--- config.mk ---
export PLATFORM = sky130hd
export DESIGN_NAME = dma_copy_flat
export DESIGN_NICKNAME = d
export VERILOG_FILES = /design/src/rtl/dma_pkg.sv /design/src/rtl/dma_if.sv /design/src/rtl/dma_regs.sv /design/src/rtl/dma_copy.sv /design/src/flat_wrapper.sv
export SDC_FILE = /design/constraint.sdc
export NUM_CORES = 1
export LEC_CHECK = 0
export CAP_MARGIN = 20
export CORE_MARGIN = 2
export CORE_UTILIZATION = 36
export DETAILED_ROUTE_END_ITERATION = 6
export GPL_ROUTABILITY_DRIVEN = 1
export GPL_TIMING_DRIVEN = 0
export PLACE_DENSITY_LB_ADDON = 0.12
export SYNTH_ARGS = -nofsm -noshare
export SYNTH_HDL_FRONTEND = slang
export SYNTH_SLANG_ARGS = --single-unit
--- constraint.sdc ---
create_clock -name clk -period 2.4 [get_ports clk]
set_input_delay 0.6 -clock clk [delete_from_list [all_inputs] [get_ports clk]]
set_output_delay 0.6 -clock clk [all_outputs]
set_load 0.01 [all_outputs]
--- src/rtl/dma_pkg.sv ---
// ============================================================================
//  Module      : dma_pkg
//  Description : Shared definitions for the word-copy DMA engine: FSM state
//                encoding, config register offsets, CTRL bit positions,
//                master strobe values and a byte-lane merge helper.
//  Ports       : none (package)
//  Options     : none
//  Revision    : 1.0 - initial release
// ============================================================================
`default_nettype none

package dma_pkg;

    // FSM state encoding
    localparam logic [1:0] c_st_idle = 2'd0;
    localparam logic [1:0] c_st_rd   = 2'd1;
    localparam logic [1:0] c_st_wr   = 2'd2;

    // Config register offsets (addr[3:2])
    localparam logic [1:0] c_reg_src  = 2'd0;
    localparam logic [1:0] c_reg_dst  = 2'd1;
    localparam logic [1:0] c_reg_len  = 2'd2;
    localparam logic [1:0] c_reg_ctrl = 2'd3;

    // CTRL bit positions. Bit 1 is ABORT on write and BUSY on read.
    localparam int c_ctrl_start = 0;
    localparam int c_ctrl_abort = 1;
    localparam int c_ctrl_busy  = 1;
    localparam int c_ctrl_done  = 2;
    localparam int c_ctrl_ie    = 3;

    // Master strobe values
    localparam logic [3:0] c_strb_read = 4'h0;
    localparam logic [3:0] c_strb_word = 4'hF;

    // Replace only the byte lanes selected by strb
    function automatic logic [31:0] byte_merge(input logic [31:0] old_val,
                                               input logic [31:0] new_val,
                                               input logic [3:0]  strb);
        logic [31:0] r;
        r = old_val;
        for (int i = 0; i < 4; i++) begin
            if (strb[i]) r[8*i +: 8] = new_val[8*i +: 8];
        end
        return r;
    endfunction

endpackage

`default_nettype wire

--- src/rtl/dma_if.sv ---
// ============================================================================
//  Module      : dma_if
//  Description : Native valid/ready memory bus. Used both for the CPU config
//                port (DMA is the slave) and the DMA master port.
//  Signals     : valid  - request from master
//                ready  - one-cycle acknowledge from slave
//                addr   - byte address (word aligned on the master side)
//                wdata  - write data
//                wstrb  - byte strobes, 0 means read
//                rdata  - read data, valid while ready=1
//  Options     : none
//  Revision    : 1.0 - initial release
// ============================================================================
`default_nettype none

interface dma_if;
    logic        valid;
    logic        ready;
    logic [31:0] addr;
    logic [31:0] wdata;
    logic [3:0]  wstrb;
    logic [31:0] rdata;

    modport master (output valid, addr, wdata, wstrb, input ready, rdata);
    modport slave  (input valid, addr, wdata, wstrb, output ready, rdata);
endinterface

`default_nettype wire

--- src/rtl/dma_regs.sv ---
// ============================================================================
//  Module      : dma_regs
//  Description : Config responder for the DMA engine. Acks each request one
//                cycle after it is sampled, decodes register writes into
//                enables/pulses, holds DONE and IE, and muxes read data.
//  Ports       : clk, resetn    - clock, synchronous active-low reset
//                cfg            - config bus (slave side)
//                busy           - engine is not idle
//                src, dst, len  - live pointer/count values for reads
//                done_set       - engine finished (or LEN==0 start)
//                src_we/dst_we/len_we - pointer/count write enables (idle only)
//                start, abort   - single-cycle command pulses
//                irq            - completion interrupt
//  Options     : DMA_IRQ_EN - enables the IE bit and the registered irq output;
//                otherwise IE reads 0 and irq is tied low.
//  Revision    : 1.0 - initial release
// ============================================================================
`default_nettype none

module dma_regs
    import dma_pkg::*;
#(
    parameter int LEN_W = 16
) (
    input  logic             clk,
    input  logic             resetn,
    dma_if.slave             cfg,
    input  logic             busy,
    input  logic [31:0]      src,
    input  logic [31:0]      dst,
    input  logic [LEN_W-1:0] len,
    input  logic             done_set,
    output logic             src_we,
    output logic             dst_we,
    output logic             len_we,
    output logic             start,
    output logic             abort,
    output logic             irq
);

    logic        w_access;
    logic        w_write;
    logic [1:0]  w_sel;
    logic        w_ctrl_we;
    logic        w_done_clr;
    logic        w_ie;
    logic [31:0] w_rd_mux;
    logic        r_done;

    // A request is taken only when ready is low, so ready can never pulse
    // on two consecutive cycles even if valid stays high.
    assign w_access   = cfg.valid && !cfg.ready;
    assign w_write    = w_access && (cfg.wstrb != 4'h0);
    assign w_sel      = cfg.addr[3:2];
    assign w_ctrl_we  = w_write && (w_sel == c_reg_ctrl) && cfg.wstrb[0];

    assign src_we     = w_write && (w_sel == c_reg_src) && !busy;
    assign dst_we     = w_write && (w_sel == c_reg_dst) && !busy;
    assign len_we     = w_write && (w_sel == c_reg_len) && !busy;
    assign start      = w_ctrl_we && cfg.wdata[c_ctrl_start] && !busy;
    assign abort      = w_ctrl_we && cfg.wdata[c_ctrl_abort] && busy;
    assign w_done_clr = w_ctrl_we && cfg.wdata[c_ctrl_done];

    always_comb begin
        w_rd_mux = 32'd0;
        case (w_sel)
            c_reg_src: w_rd_mux = src;
            c_reg_dst: w_rd_mux = dst;
            c_reg_len: w_rd_mux = 32'(len);
            default:   w_rd_mux = {28'd0, w_ie, r_done, busy, 1'b0};
        endcase
    end

    always_ff @(posedge clk) begin
        if (!resetn) begin
            cfg.ready <= 1'b0;
            cfg.rdata <= 32'd0;
            r_done    <= 1'b0;
        end else begin
            cfg.ready <= w_access;
            cfg.rdata <= w_access ? w_rd_mux : 32'd0;
            // A completion in the same cycle as a clear must not be lost
            if (done_set)
                r_done <= 1'b1;
            else if (w_done_clr)
                r_done <= 1'b0;
        end
    end

`ifdef DMA_IRQ_EN
    logic r_ie;
    logic r_irq;

    always_ff @(posedge clk) begin
        if (!resetn) begin
            r_ie  <= 1'b0;
            r_irq <= 1'b0;
        end else begin
            if (w_ctrl_we) r_ie <= cfg.wdata[c_ctrl_ie];
            r_irq <= r_done & r_ie;
        end
    end

    assign w_ie = r_ie;
    assign irq  = r_irq;
`else
    logic unused_ie_bit;
    assign unused_ie_bit = cfg.wdata[c_ctrl_ie];
    assign w_ie = 1'b0;
    assign irq  = 1'b0;
`endif

    // Only addr[3:2] is decoded; the fabric has already qualified the select
    logic unused_cfg;
    assign unused_cfg = &{1'b0, cfg.addr[31:4], cfg.addr[1:0], cfg.wdata[31:4]};

endmodule

`default_nettype wire

--- src/rtl/dma_copy.sv ---
// ============================================================================
//  Module      : dma_copy
//  Description : Word-copy DMA engine. Reads a word from SRC, writes it to
//                DST, advances both pointers and counts LEN down to zero.
//                Programmed through the config port at 0x0500_0000.
//  Ports       : clk, resetn - clock, synchronous active-low reset
//                cfg         - config bus (slave side)
//                mem         - memory bus master towards the arbiter
//                irq         - completion interrupt
//  Options     : DMA_IRQ_EN - irq = DONE & IE (registered); otherwise irq = 0
//  Revision    : 1.0 - initial release
// ============================================================================
`default_nettype none

module dma_copy
    import dma_pkg::*;
#(
    parameter int LEN_W = 16
) (
    input  logic clk,
    input  logic resetn,
    dma_if.slave  cfg,
    dma_if.master mem,
    output logic irq
);

    logic [1:0]       r_state;
    logic [31:0]      r_src;
    logic [31:0]      r_dst;
    logic [LEN_W-1:0] r_len;
    logic [31:0]      r_buf;
    logic             r_abort_pend;

    logic             w_busy;
    logic             w_src_we;
    logic             w_dst_we;
    logic             w_len_we;
    logic             w_start;
    logic             w_abort;
    logic             w_done_set;
    logic             w_beat_done;
    logic             w_last;
    logic [LEN_W-1:0] w_len_dec;

    assign w_busy      = (r_state != c_st_idle);
    assign w_beat_done = mem.valid && mem.ready;
    assign w_len_dec   = (r_len == '0) ? '0 : r_len - 1'b1;
    // An abort arriving in the final WR cycle still ends the transfer there
    assign w_last      = (w_len_dec == '0) || r_abort_pend || w_abort;
    assign w_done_set  = ((r_state == c_st_idle) && w_start && (r_len == '0)) ||
                         ((r_state == c_st_wr) && w_beat_done && w_last);

    dma_regs #(
        .LEN_W (LEN_W)
    ) u_regs (
        .clk      (clk),
        .resetn   (resetn),
        .cfg      (cfg),
        .busy     (w_busy),
        .src      (r_src),
        .dst      (r_dst),
        .len      (r_len),
        .done_set (w_done_set),
        .src_we   (w_src_we),
        .dst_we   (w_dst_we),
        .len_we   (w_len_we),
        .start    (w_start),
        .abort    (w_abort),
        .irq      (irq)
    );

    // Each beat raises valid from a low state and drops it right after the
    // ack, which leaves a one-cycle gap between beats and keeps addr/data
    // frozen for as long as valid is high.
    always_ff @(posedge clk) begin
        if (!resetn) begin
            r_state      <= c_st_idle;
            r_src        <= 32'd0;
            r_dst        <= 32'd0;
            r_len        <= '0;
            r_buf        <= 32'd0;
            r_abort_pend <= 1'b0;
            mem.valid    <= 1'b0;
            mem.addr     <= 32'd0;
            mem.wdata    <= 32'd0;
            mem.wstrb    <= c_strb_read;
        end else begin
            // Config writes are only enabled while idle, so they never
            // collide with the pointer updates below.
            if (w_src_we) r_src <= byte_merge(r_src, cfg.wdata, cfg.wstrb) & ~32'd3;
            if (w_dst_we) r_dst <= byte_merge(r_dst, cfg.wdata, cfg.wstrb) & ~32'd3;
            if (w_len_we) r_len <= LEN_W'(byte_merge(32'(r_len), cfg.wdata, cfg.wstrb));
            if (w_abort)  r_abort_pend <= 1'b1;

            case (r_state)
                c_st_idle: begin
                    r_abort_pend <= 1'b0;
                    if (w_start && (r_len != '0)) r_state <= c_st_rd;
                end
                c_st_rd: begin
                    if (!mem.valid) begin
                        mem.valid <= 1'b1;
                        mem.addr  <= r_src;
                        mem.wstrb <= c_strb_read;
                    end else if (mem.ready) begin
                        mem.valid <= 1'b0;
                        r_buf     <= mem.rdata;
                        r_state   <= c_st_wr;
                    end
                end
                c_st_wr: begin
                    if (!mem.valid) begin
                        mem.valid <= 1'b1;
                        mem.addr  <= r_dst;
                        mem.wdata <= r_buf;
                        mem.wstrb <= c_strb_word;
                    end else if (mem.ready) begin
                        mem.valid <= 1'b0;
                        r_src     <= r_src + 32'd4;
                        r_dst     <= r_dst + 32'd4;
                        r_len     <= w_len_dec;
                        r_state   <= w_last ? c_st_idle : c_st_rd;
                    end
                end
                default: r_state <= c_st_idle;
            endcase
        end
    end

endmodule

`default_nettype wire
--- src/flat_wrapper.sv ---
// flat-port wrapper written by rule: the top's interface ports become plain ports
module dma_copy_flat import dma_pkg::*;
#(
    parameter int LEN_W = 16
)
  (clk, resetn, irq, cfg_valid, cfg_addr, cfg_wdata, cfg_wstrb, cfg_ready, cfg_rdata, mem_valid, mem_addr, mem_wdata, mem_wstrb, mem_ready, mem_rdata);
  dma_if cfg_i ();
  dma_if mem_i ();
  input  logic clk;
  input  logic resetn;
  output logic irq;
  input wire logic [$bits(cfg_i.valid)-1:0] cfg_valid;
  input wire logic [$bits(cfg_i.addr)-1:0] cfg_addr;
  input wire logic [$bits(cfg_i.wdata)-1:0] cfg_wdata;
  input wire logic [$bits(cfg_i.wstrb)-1:0] cfg_wstrb;
  output wire logic [$bits(cfg_i.ready)-1:0] cfg_ready;
  output wire logic [$bits(cfg_i.rdata)-1:0] cfg_rdata;
  output wire logic [$bits(mem_i.valid)-1:0] mem_valid;
  output wire logic [$bits(mem_i.addr)-1:0] mem_addr;
  output wire logic [$bits(mem_i.wdata)-1:0] mem_wdata;
  output wire logic [$bits(mem_i.wstrb)-1:0] mem_wstrb;
  input wire logic [$bits(mem_i.ready)-1:0] mem_ready;
  input wire logic [$bits(mem_i.rdata)-1:0] mem_rdata;
  assign cfg_i.valid = cfg_valid;
  assign cfg_i.addr = cfg_addr;
  assign cfg_i.wdata = cfg_wdata;
  assign cfg_i.wstrb = cfg_wstrb;
  assign cfg_ready = cfg_i.ready;
  assign cfg_rdata = cfg_i.rdata;
  assign mem_valid = mem_i.valid;
  assign mem_addr = mem_i.addr;
  assign mem_wdata = mem_i.wdata;
  assign mem_wstrb = mem_i.wstrb;
  assign mem_i.ready = mem_ready;
  assign mem_i.rdata = mem_rdata;
  dma_copy #(.LEN_W(LEN_W)) u_core (.clk(clk), .resetn(resetn), .cfg(cfg_i), .mem(mem_i), .irq(irq));
endmodule
== Yosys cells after proc, flatten, opt, wreduce, memory -nomap -nowiden ==
Index checks and enable logic that the tools add are counted.
Word-level totals
  register bits after elaboration: 218
  bits of input ports: 104
  output and inout bits: 103
Cells by class
  add/subtract/negate cells: 3
  equal/unequal tests: 12
  mux-type cells: 41
  bitwise gates (word level): 2
  reduce and logical (&&, ||, !) cells: 42
Operators by type and width (number)
  $mux W32: 10
  $pmux W32 S3: 1
  $mux W16: 5
  $mux W8: 10
  $add A32 B3 Y32 const B: 2
  $pmux W32 S2: 1
  $logic_not A16 Y1: 2
  $logic_and A1 B1 Y1: 21
  $reduce_bool A16 Y1: 1
  $sub A16 B1 Y16 const B: 1
  $mux W2: 5
  $ne A2 B2 Y1 const B: 5
  $mux W4: 2
  $pmux W4 S2: 1
  $eq A2 B2 Y1 const B: 3
  $pmux W2 S3: 1
  $reduce_and A3 Y1: 2
  $reduce_bool A2 Y1: 3
  $mux W1: 5
  $reduce_and A5 Y1: 1
  $eq A2 B1 Y1 const B: 2
  $logic_not A2 Y1: 2
  $ne A2 B1 Y1 const B: 2
  $reduce_and A2 Y1: 2
  5 further kinds: 10

== Depth between registers and ports, before layout ==
Gate-level depths: netlist (run 1).
  word-level depth: 12
  mapped depth: 9
  mapped depth without buffers: 8

== Hierarchy ==
From an unflattened synthesis (run 1), not the netlist that was laid out.
Unflattened totals
  cell total of the unflattened synthesis: 1251
  area, all modules: 10319.9 um2
Modules (own cells, without submodules)
  dma_copy: times used 1, cells an instance 1093, area each 8749.6 um2
  dma_regs: times used 1, cells an instance 158, area each 1570.3 um2

== Worst setup path before layout (run 1) ==
Ideal clock, no wire load.
  path type: input to register
  start: in cfg_addr[2]
  end: reg u_core.r_src[4]
  data arrival time: 1935 ps
  required time: 2272 ps
  slack: 337 ps
  stages on the path: 8
  path buffers: 2
  cells stage by stage: buf_2 -> and4bb_1 -> and2_1 -> buf_2 -> a21oi_1 -> o21bai_1 -> a221oi_1 -> nor2_1
On the way
  word-level cells in the longest chain between the ends: 7
RTL lines
  from (decl): RTL line flat_wrapper.sv:13  | input wire logic [$bits(cfg_i.addr)-1:0] cfg_addr;
  $logic_not A2 Y1 (*): RTL line dma_regs.sv:57  | assign src_we = w_write && (w_sel == c_reg_src) && !busy;
  $logic_and A1 B1 Y1 (*) (2 in a row): RTL line dma_regs.sv:57
  $mux W32 (*): RTL line dma_copy.sv:90  | if (w_src_we) r_src <= byte_merge(r_src, cfg.wdata, cfg.wstrb) & ~32'd3;
  $mux W32: RTL line dma_copy.sv:117  | end else if (mem.ready) begin
  $mux W32: RTL line dma_copy.sv:112  | if (!mem.valid) begin
  $mux W32 (*): RTL line dma_copy.sv:95  | case (r_state)
  to (signal assigned): RTL line dma_copy.sv:90
  to (signal assigned): RTL line dma_copy.sv:119  | r_src <= r_src + 32'd4;
  to (decl): RTL line dma_copy.sv:28  | logic [31:0] r_src;
Mark *: on every way between the ends. The rest lies on a longest branch, timed or not.
A chain may end at the register's enable or synchronous reset.

== Worst setup path in the final report (run 1) ==
  start: reg u_core.r_src[2]
  end: reg u_core.r_src[30]
On the way
  word-level cells in the longest chain between the ends: 4
RTL lines (RTL line)
  $add A32 B3 Y32: dma_copy.sv:119
  $mux W32: dma_copy.sv:117
  $mux W32: dma_copy.sv:112
  $mux W32: dma_copy.sv:95
No other way between the ends.

==> key figures, run 1 <==
Global route
  • Initial antenna violation count: 0
  • Total grt overflow: 0
  • Total GRT Usage: 23.6%
  • Vias in the first global route: 9341
  • First-pass GRT wire length: 54100 µm
  • Largest net degree at the start of global routing: 13

Clock tree
  • CTS tree: done
  • Num Clock Sinks: 215
  • Htree depth: 1
  • Root Driver: clkbuf_16
  • Clk pin slew, worst setup/hold paths: 0.06 ns
  • Num CTS Buffers: 25
  • Hold Buf Count CTS: 0
  • Clock tree buffer depth: 3
  • Skew-Pair Late Insertion Delay: 0.54 ns

Layout
  • Finished Layout Cells: 1850
  • Ant. Diodes: 0
  • Final #Nets: 1566
  • Area growth, synth to finish: 31.3%
  • Multi-input logic area: 5410 µm²
  • Layout cells sized above 1: 9.17%
  • Post-Route Utilization: 48.0%
  • Final Cell Area: 13300 µm²
  • FF/Latch Area: 4310 µm²
  • FILL cells: 2815

Setup path
  • Critical path class: flip-flop to flip-flop
  • Arr. time, crit path: 2.66 ns
  • Critical Path RT: 2.79 ns
  • CP Max Fanout: 6
  • Reg2Reg Setup Slack: 0.14 ns
  • Endpoint class of the critical path: flip-flop
  • Startpoint Class: flip-flop

Placement
  • Gp weighted congestion: 0.918
  • Placed inst area: 12400 µm²
  • Number of instances in the placed design: 1803
  • Port Buffers: 174
  • Post-DP HPWL: 26200 µm

Synthesis
  • Commonest cells in the netlist: 215 x dfxtp_1, 185 x nand2_1, 162 x nor2_1, 138 x a21oi_1, 71 x mux2i_1
  • Cell count after synthesis: 1251
  • Fraction of registers with async set/reset: 0%
  • Largest cells by area after synthesis: dfxtp_1 42%, mux2i_1 7.0%, nand2_1 6.8%
  • Syn Area/Cell: 8.11 µm²
  • Synth cell types: 83
  • Post-synth net total: 1363
  • Seq/Total Area, Yosys: 42.4%
  • Number of enable flip-flop cells after synthesis: 0
  • #FFs+latches synth: 215
  • Post-Syn Area: 10100 µm²
  • Count leader, synth: dfxtp_1
  • Synth warnings: 0
  • Top-area cell type share of the netlist area: 42.4%
  • Cell taking the most area after synthesis: dfxtp_1
  • Main flop type after synthesis: dfxtp_1

Power
  • Power Total: 0.00948 W
  • Static Leak: 4.59 nW
  • Pwr per Cell Area: 711 nW/µm²
  • Max VDD drop: 0.417 mV

Status
  • Outcome: complete, no violations

STA
  • Skew final: 0.0149 ns
  • RSZ-0062 raised after global routing: yes
  • Minimum clock period: 2.26 ns
  • Tcrit/Tclk final: 94.3%
  • Worst-Margin Slew: 0.829 ns
  • Final max-slew violation count: 0
  • Final hold slack: 0.449 ns
  • Relative slew slack: 44.3%
  • Final setup vio count: 0
  • Fin. Hold Viols: 0
  • Fmax: 0.442 GHz

Die
  • Die area: 29500 µm²
  • Die Width: 172 µm
  • Die height: 172 µm
  • Starting Density: 36.5%
  • Core Rows: 61
  • I/O pins: 207
  • Core Area: 27800 µm²

Detailed routing
  • Total Wirelength: 35700 µm
  • Drt first pass iters: 5
  • Drc violations: 0
  • Average via count per standard cell: 5.47
  • DR vias: 10100
  • DR WL/cell: 19.3 µm
  • Drt initial violations: 771
  • Final ANT Viol Nets: 0

Job
  • Max_cap viols: 0

Worst hold path
  • Min-Delay Path Class: flip-flop to flip-flop
[final cells by class]
type                    instances  area share [%]
repair buffers                177            13.2
clock inverters                12            1.25
flip-flops and latches        215            32.3
plain buffers                  91            3.35
clock buffers                  33            5.07
inverters                      22           0.620
well taps                     378            3.55
multi-input cells             922            40.6
[path summary, 6_finish.rpt]
check | depth (start not counted) | end | start
hold / removal | 2 | u_core.r_src[0] | u_core.r_src[0]
setup reg to reg | 7 | u_core.r_src[30] | u_core.r_src[2]
setup / recovery | 7 | u_core.r_src[30] | u_core.r_src[2]
hold reg to reg | 2 | u_core.r_src[0] | u_core.r_src[0]
[critical path, cell delays in order (launching register included)]
cell,delay [ns]
dfxtp_1,0.46
ha_1,0.27
nand2_1,0.14
or3_1,0.50
nor3_4,0.35
nand4_1,0.15
xor2_1,0.16
o22ai_1,0.09
[metrics by stage]
step                setup WS, ns  setup TNS (ns)
floorplan                  0.337               0
global placement          -0.856          -73.22
detailed placement        -0.854          -77.06
CTS                       0.0214               0
global route             -0.0161         -0.0214
finish                     0.136               0
[state kept, by name, indices dropped and copies added (netlist names)]
register and cells:
u_core.u_regs.r_done 1, u_core.u_regs.cfg.ready 1, u_core.u_regs.cfg.rdata 32, u_core.r_abort_pend 1
u_core.mem.addr 32, u_core.r_buf 32, u_core.mem.valid 1, u_core.mem.wstrb 1
u_core.r_state 2, u_core.r_dst 32, u_core.r_src 32, u_core.mem.wdata 32
u_core.r_len 16
[cell families (layout without fill, tap and decap cells)]
group,count (synthesis),in the layout,share of synthesized area [%]
adder cells (fa/ha/maj),8,8,0.986
other,1,1,0.0370
AND/OR/NAND/NOR,502,502,23.0
flip-flops,215,215,42.4
buffers and inverters,114,335,4.81
XOR/XNOR,12,12,1.04
multiplexers,73,73,7.45
AO/OA/AOI/OAI,326,326,20.3
[repair_timing]
item                                    in CTS  in global routing
setup buffers                                0                  3
gates resized for setup                     10                 48
endpoints found under the setup margin      84                 97
pin swaps                                    0                  1
[report_power, final]
group / total [W] / switching [W] / leakage (nW) / internal (W)
clock: 0.00398 / 0.00157 / 0.414 / 0.00241
combinational: 0.00156 / 0.000827 / 2.43 / 0.000731
sequential: 0.00394 / 0.000155 / 1.74 / 0.00379
total: 0.00948 / 0.00256 / 4.59 / 0.00692
[layer usage]
layer	GRT usage, %	wire (µm)	share of wire [%]
met1	31.9	15700	44
met2	37.6	15900	45
met3	4.60	2980	8.3
met4	8.37	1070	3.0
met5	0	0	0
[placed cells by master, fill, tap and decap left out, types with 23 or more instances in the layout]
master,count
clkbuf_1,46
a21oi_1,136
dfxtp_1,214
nand3_1,39
a211oi_1,46
nand2_1,185
mux2i_1,71
nor2_1,162
o21ai_0,47
nor3_1,23
clkdlybuf4s50_1,174
clkbuf_16,25
(Power assumes the default switching activity.)
==> run 2: changes to the inputs <==
- CORE_ASPECT_RATIO: default -> 0.7
==> run 2 against run 1 <==
Sequential share of layout area up 0.26 points. Via count up 0.99%. Sequential power about the same. Clock skew up 0.012 ns. Utilization down 0.36 points. Non-clock buffer count up 1. Worst hold slack worse by 0.0025 ns. Die area about the same. Global-route usage up 1.2 points. Worst setup slack worse by 0.097 ns. Largest cell class unchanged.
==> key figures, run 2 (synthesis gave the netlist of run 1 again) <==
Status
  • Outcome: complete, no violations

Clock tree
  • Root Driver: clkbuf_16
  • Hold Buf Count CTS: 0 (unchanged)
  • Htree depth: 1 (unchanged)
  • Num CTS Buffers: 23 (-8.0%)
  • Clock tree buffer depth: 3 (unchanged)
  • Skew-Pair Late Insertion Delay: 0.53 ns (about the same)
  • Clk pin slew, worst setup/hold paths: 0.07 ns (about the same)
  • Num Clock Sinks: 215 (unchanged)
  • CTS tree: done

Die
  • Die area: 29600 µm² (about the same)
  • Core Rows: 51 (-16%)
  • Die height: 144 µm (-16%)
  • I/O pins: 207 (unchanged)
  • Die Width: 205 µm (+19%)
  • Core Area: 27800 µm² (about the same)
  • Starting Density: 36.6% (about the same)

Global route
  • Largest net degree at the start of global routing: 14 (+1)
  • Met2 Use GR: 35.3% (-2.3 points)
  • First-pass GRT wire length: 56300 µm (+4.2%)
  • Initial antenna violation count: 0 (unchanged)
  • Vias in the first global route: 9386 (+0.48%)
  • Total GRT Usage: 24.9% (+1.2 points)
  • M3 GR Usage: 5.45% (+0.85 points)
  • Gr busiest metal: met1
  • Routing usage on met1: 37.9% (+5.9 points)
  • Total grt overflow: 0 (unchanged)

Setup path
  • Critical Path RT: 2.79 ns (about the same)
  • Startpoint Class: input port
  • Critical path class: input port to flip-flop
  • Reg2reg end: u_core.r_src[10]
  • CP Launch Point: cfg_addr[3]
  • CP Max Fanout: 10 (+4)
  • Worst Reg-to-Reg Cells: 9 (+2)
  • Endpoint class of the critical path: flip-flop
  • Reg2reg start: u_core.r_state[0]
  • Reg2Reg Setup Slack: 0.08 ns (-0.06 ns)
  • Arr. time, crit path: 2.75 ns (+0.09 ns)
  • Crit path to: u_core.r_len[9]

STA
  • Final setup vio count: 0 (unchanged)
  • Tcrit/Tclk final: 98.4% (+4.1 points)
  • Relative slew slack: 39.6% (-4.7 points)
  • Fin. Hold Viols: 0 (unchanged)
  • Worst-Margin Slew: 0.906 ns (+0.0771 ns)
  • Final max-slew violation count: 0 (unchanged)
  • RSZ-0062 raised after global routing: yes
  • Minimum clock period: 2.36 ns (+0.0975 ns)
  • Fmax: 0.423 GHz (-4.1%)
  • Skew final: 0.0268 ns (+0.0120 ns)

Placement
  • Gp weighted congestion: 0.945 (+2.9%)
  • Number of instances in the placed design: 1796 (-0.39%)
  • Placed inst area: 12400 µm² (about the same)
  • Post-DP HPWL: 28000 µm (+6.9%)
  • Port Buffers: 174 (unchanged)

Layout
  • Layout cells sized above 1: 8.92% (-0.25 points)
  • Commonest non-fill, non-tap cell in the layout: dfxtp_1
  • Final Cell Area: 13200 µm² (-0.84%)
  • Multi-input logic area: 5440 µm² (+0.46%)
  • Post-Route Utilization: 47.6% (-0.36 points)
  • Finished Layout Cells: 1839 (-0.59%)
  • Most frequent cells in the layout: 215 x dfxtp_1, 184 x nand2_1, 174 x clkdlybuf4s50_1
  • FF/Latch Area: 4300 µm² (about the same)
  • Final #Nets: 1565 (-0.064%)
  • Ant. Diodes: 0 (unchanged)
  • Area growth, synth to finish: 30.2%
  • FILL cells: 2800 (-0.53%)

Power
  • Max VDD drop: 0.467 mV (+12%)
  • Pwr per Cell Area: 684 nW/µm² (-3.9%)
  • Static Leak: 4.52 nW (-1.5%)

Detailed routing
  • Final ANT Viol Nets: 0 (unchanged)
  • Drt initial violations: 1040 (+35%)
  • Drc violations: 0 (unchanged)
  • DR vias: 10200 (+0.99%)
  • Drt first pass iters: 5 (unchanged)
  • Total Wirelength: 37400 µm (+4.7%)
  • Average via count per standard cell: 5.56 (+1.6%)
  • DR WL/cell: 20.3 µm (+5.3%)

Job
  • Max_cap viols: 0 (unchanged)

Worst hold path
  • Min-Delay Path Class: flip-flop to flip-flop
## run 2: changes by cell type in the layout (fill, tap and decap cells not counted), sizes merged
| cell | before | now |
|---|---|---|
| bufinv | 4 | 1 |
| clkbuf | 98 | 87 |
| clkinvlp | 1 | 0 |
| buf | 29 | 40 |
## run 2: routing by layer
metal / vias to the layer above / routed length [µm]
li1: 4859 / -
met1: 4817 / 17700
met2: 497 / 15300
met3: 45 / 3780
met4: 0 / 621
met5: - / 0
## run 2: through the flow
stage	TNS [ns]	setup slack (ns)	hold WS, ns	power, W
after floorplan	0	0.337	0.420	0.00480
after global placement	-85.21	-0.894	0.435	0.00555
after detailed placement	-84.08	-0.913	0.435	0.00557
after CTS	0	0.00328	0.444	0.00908
after global routing	-0.0311	-0.0294	0.475	0.00940
final	0	0.0382	0.446	0.00904
## run 2: worst min path at each step
stage,start,end,cells past startpoint
4_1_cts,u_core.r_src[0],u_core.r_src[0],2
3_5_place_dp,u_core.r_src[0],u_core.r_src[0],2
5_1_grt,u_core.mem.wdata[12],u_core.mem.wdata[12],2
2_1_floorplan,u_core.r_src[0],u_core.r_src[0],2
6_report,u_core.r_src[0],u_core.r_src[0],2
3_3_place_gp,u_core.r_src[0],u_core.r_src[0],2
## run 2: timing repair
action | in CTS | in global routing
endpoints found under the hold margin | 0 | 0
pin swaps | 0 | 2
endpoints found under the setup margin | 73 | 110
resized for setup | 11 | 35
setup buffers | 0 | 5
## run 2: cell type report
cell class	instances	area share [%]
plain buffers	90	3.17
clock buffers	32	4.99
clock inverters	8	0.521
inverters	22	0.625
multi-input cells	922	41.1
flip-flops and latches	215	32.6
well taps	371	3.51
repair buffers	179	13.5
## run 2: worst max-delay path: stages
cell and delay [ns]:
clkdlybuf4s50_1 0.63, buf_2 0.38, and3_1 0.23, buf_2 0.29, mux2i_2 0.37, o22a_2 0.21, nor2_1 0.03
## run 2: power breakdown
group | switching [W] | internal (W) | total (W) | leakage (nW)
Sequential | 0.000159 | 0.00378 | 0.00394 | 1.74
Clock | 0.00151 | 0.00202 | 0.00353 | 0.366
Combinational | 0.000840 | 0.000725 | 0.00157 | 2.42
==> patch, RTL diff (flow settings as in run 1) <==
`LEN_W` is set to 16 in 3 places; all go to 32.
--- a/src/rtl/dma_regs.sv
+++ b/src/rtl/dma_regs.sv
@@ -21,5 +21,5 @@
     import dma_pkg::*;
 #(
-    parameter int LEN_W = 16
+    parameter int LEN_W = 32
 ) (
     input  logic             clk,
--- a/src/rtl/dma_copy.sv
+++ b/src/rtl/dma_copy.sv
@@ -16,5 +16,5 @@
     import dma_pkg::*;
 #(
-    parameter int LEN_W = 16
+    parameter int LEN_W = 32
 ) (
     input  logic clk,
--- a/src/flat_wrapper.sv
+++ b/src/flat_wrapper.sv
@@ -2,5 +2,5 @@
 module dma_copy_flat import dma_pkg::*;
 #(
-    parameter int LEN_W = 16
+    parameter int LEN_W = 32
 )
   (clk, resetn, irq, cfg_valid, cfg_addr, cfg_wdata, cfg_wstrb, cfg_ready, cfg_rdata, mem_valid, mem_addr, mem_wdata, mem_wstrb, mem_ready, mem_rdata);
Behaviour: not the same (a bounded check fails within 4 cycles, from zero or initial values and one cycle with resetn low).
==> patch against run 1 <==
The run now ends with negative setup slack left. Area after synthesis rose by 12%. Synthesized cell count rose by 17%. Sequential power rose by 14%. Power rose by 22%. Non-clock buffer count rose by 56. Cell area rose by 16%. Wire length rose by 28%. Sequential cell count rose by 16. Combinational power rose by 88%. Worst setup slack got worse by 0.20 ns. Critical endpoint is now u_core.r_state[0]$_SDFFE_PN0P_.
==> patch: results (changes against run 1) <==
| Metric | Value |
|---|---|
| Pleak | `5.54 nW (+21%)` |
| Nets@finish | `1821 (+16%)` |
| Placed insts | `2041 (+13%)` |
| CTS buffer count | `27 (+8.0%)` |
| Register area share after synthesis | `40.6% (-1.8 points)` |
| Hpwl dp | `33.2 mm (+27%)` |
| Hold Crit Class | `register to register` |
| Final wirelength | `45.6 mm (+28%)` |
| Top cells by area, synth | `dfxtp_1 41%, a21oi_1 8.3%, nor2_1 7.5%` |
| Worst-path clk slew | `0.06 ns (about the same)` |
| Initial DRC Count | `1132 (+47%)` |
| Post-Layout Cell Count | `2130 (+15%)` |
| Share of layout cells above drive strength 1 | `14.9% (+5.7 points)` |
| Slew margin rel. | `39.0% (-5.3 points)` |
| Filler Cell Count | `3096 (+10%)` |
| Placer congestion estimate | `0.944 (+2.8%)` |
| Vias per Instance | `5.74 (+4.9%)` |
| Clock Skews | `0.0189 ns (+0.00400 ns)` |
| Net Count, Synth | `1579 (+16%)` |
| # setup viols final | `2 (+2)` |
| CTS Sinks | `231 (+7.4%)` |
| Global-route wire length before repair | `68.6 mm (+27%)` |
| Maximum fanout along the worst path | `7 (+1)` |
| Initial DRT Pass Iterations | `7 (+2)` |
| Most numerous cell in the Yosys netlist | `dfxtp_1` |
| Vias in the first global route | `11417 (+22%)` |
| Outcome | `finished, violations left` |
| Cells after synthesis | `1467 (+17%)` |
| Total Routing Usage GR | `26.8% (+3.1 points)` |
| Port Buffer Count | `171 (-1.7%)` |
| Synth cell types | `78 (-6.0%)` |
| Worst-Skew Late Latency | `0.56 ns (+0.02 ns)` |
| Largest net degree at the start of global routing | `14 (+1)` |
| Post-synth top cells | `231 x dfxtp_1, 227 x nor2_1, 211 x nand2_1` |
| Clock buffer depth | `3 (unchanged)` |
| Slack of the critical path | `-0.0679 ns (-0.204 ns)` |
| Number of diodes | `0 (unchanged)` |
| Synth Warn # | `0 (unchanged)` |
| Worst vdd ir | `0.000505 V (+21%)` |
| Grt total ovfl | `0 (unchanged)` |
| Crit path arrival time | `2.92 ns (+0.26 ns)` |
| Failing checks | `negative setup slack` |
| Root buffer cell | `clkbuf_16` |
-- patch: path summary, 6_finish.rpt --
kind         slack [ns]                           endpoint                           from  depth (start not counted)
min                0.45  u_core.mem.wdata[13]$_SDFFE_PN0P_  u_core.r_buf[13]$_SDFFE_PN0P_                          2
max               -0.07     u_core.r_state[0]$_SDFFE_PN0P_     u_core.r_len[8]$_SDFF_PN0_                          9
max reg2reg       -0.07     u_core.r_state[0]$_SDFFE_PN0P_     u_core.r_len[8]$_SDFF_PN0_                          9
min reg2reg        0.45  u_core.mem.wdata[13]$_SDFFE_PN0P_  u_core.r_buf[13]$_SDFFE_PN0P_                          2
-- patch: per-layer routing --
layer | global-route usage, % | vias to the layer above | wire length, microns
li1 | - | 5700 | -
met1 | 36.0 | 5769 | 19400
met2 | 42.6 | 635 | 20200
met3 | 4.79 | 116 | 4170
met4 | 10.7 | 0 | 1850
met5 | 0 | - | 0
-- patch: area by class of cell --
class / count / area share (%)
repair buffers: 225 / 13.8
inverters: 22 / 0.565
clock inverters: 7 / 0.444
clock buffers: 41 / 5.28
flip-flops and latches: 231 / 30.1
plain buffers: 99 / 3.62
multi-input cells: 1103 / 42.9
well taps: 402 / 3.24
-- patch: stage by stage --
stage	hold WS [ns]	setup TNS (ns)	area (sq um)	worst slack, ns
2_1_floorplan	0.432	-0.0349	11400	-0.0182
3_3_place_gp	0.437	-173.01	13600	-1.54
3_5_place_dp	0.445	-168.45	13600	-1.55
4_1_cts	0.450	-0.0729	15100	-0.0294
5_1_grt	0.470	-0.852	15500	-0.166
6_report	0.448	-0.131	15500	-0.0679
-- patch: where the power goes --
| group | switching [W] | internal, W |
|---|---|---|
| registers | 0.000300 | 0.00421 |
| clock network | 0.00170 | 0.00244 |
| logic | 0.00150 | 0.00144 |
| total | 0.00351 | 0.00808 |
-- patch: what timing repair did --
item                       CTS  global route
setup endpoints to repair  175           121
resized for setup          119           104
pin swaps                   29            30
cloned                       0             1
buffers inserted            28            25
-- patch: cell families (layout without fill, tap and decap cells) --
family	Yosys count	count (layout)	share of synthesized area (%)
compound gates	385	385	20.7
buf+inv	133	394	4.76
simple gates	621	621	25.2
other cells	1	1	0.0329
flops	231	231	40.6
fa+ha+maj	8	8	0.879
mux	76	76	6.90
xor+xnor	12	12	0.989
-- patch: critical path: stages (launching register included) --
cell and delay [ns]:
dfxtp_1 0.41, nor4_4 0.36, buf_4 0.18, nand3_4 0.10, or3_4 0.44, nor4_4 0.18
xnor2_2 0.11, a31oi_1 0.22, o21ai_2 0.09, o41ai_2 0.27
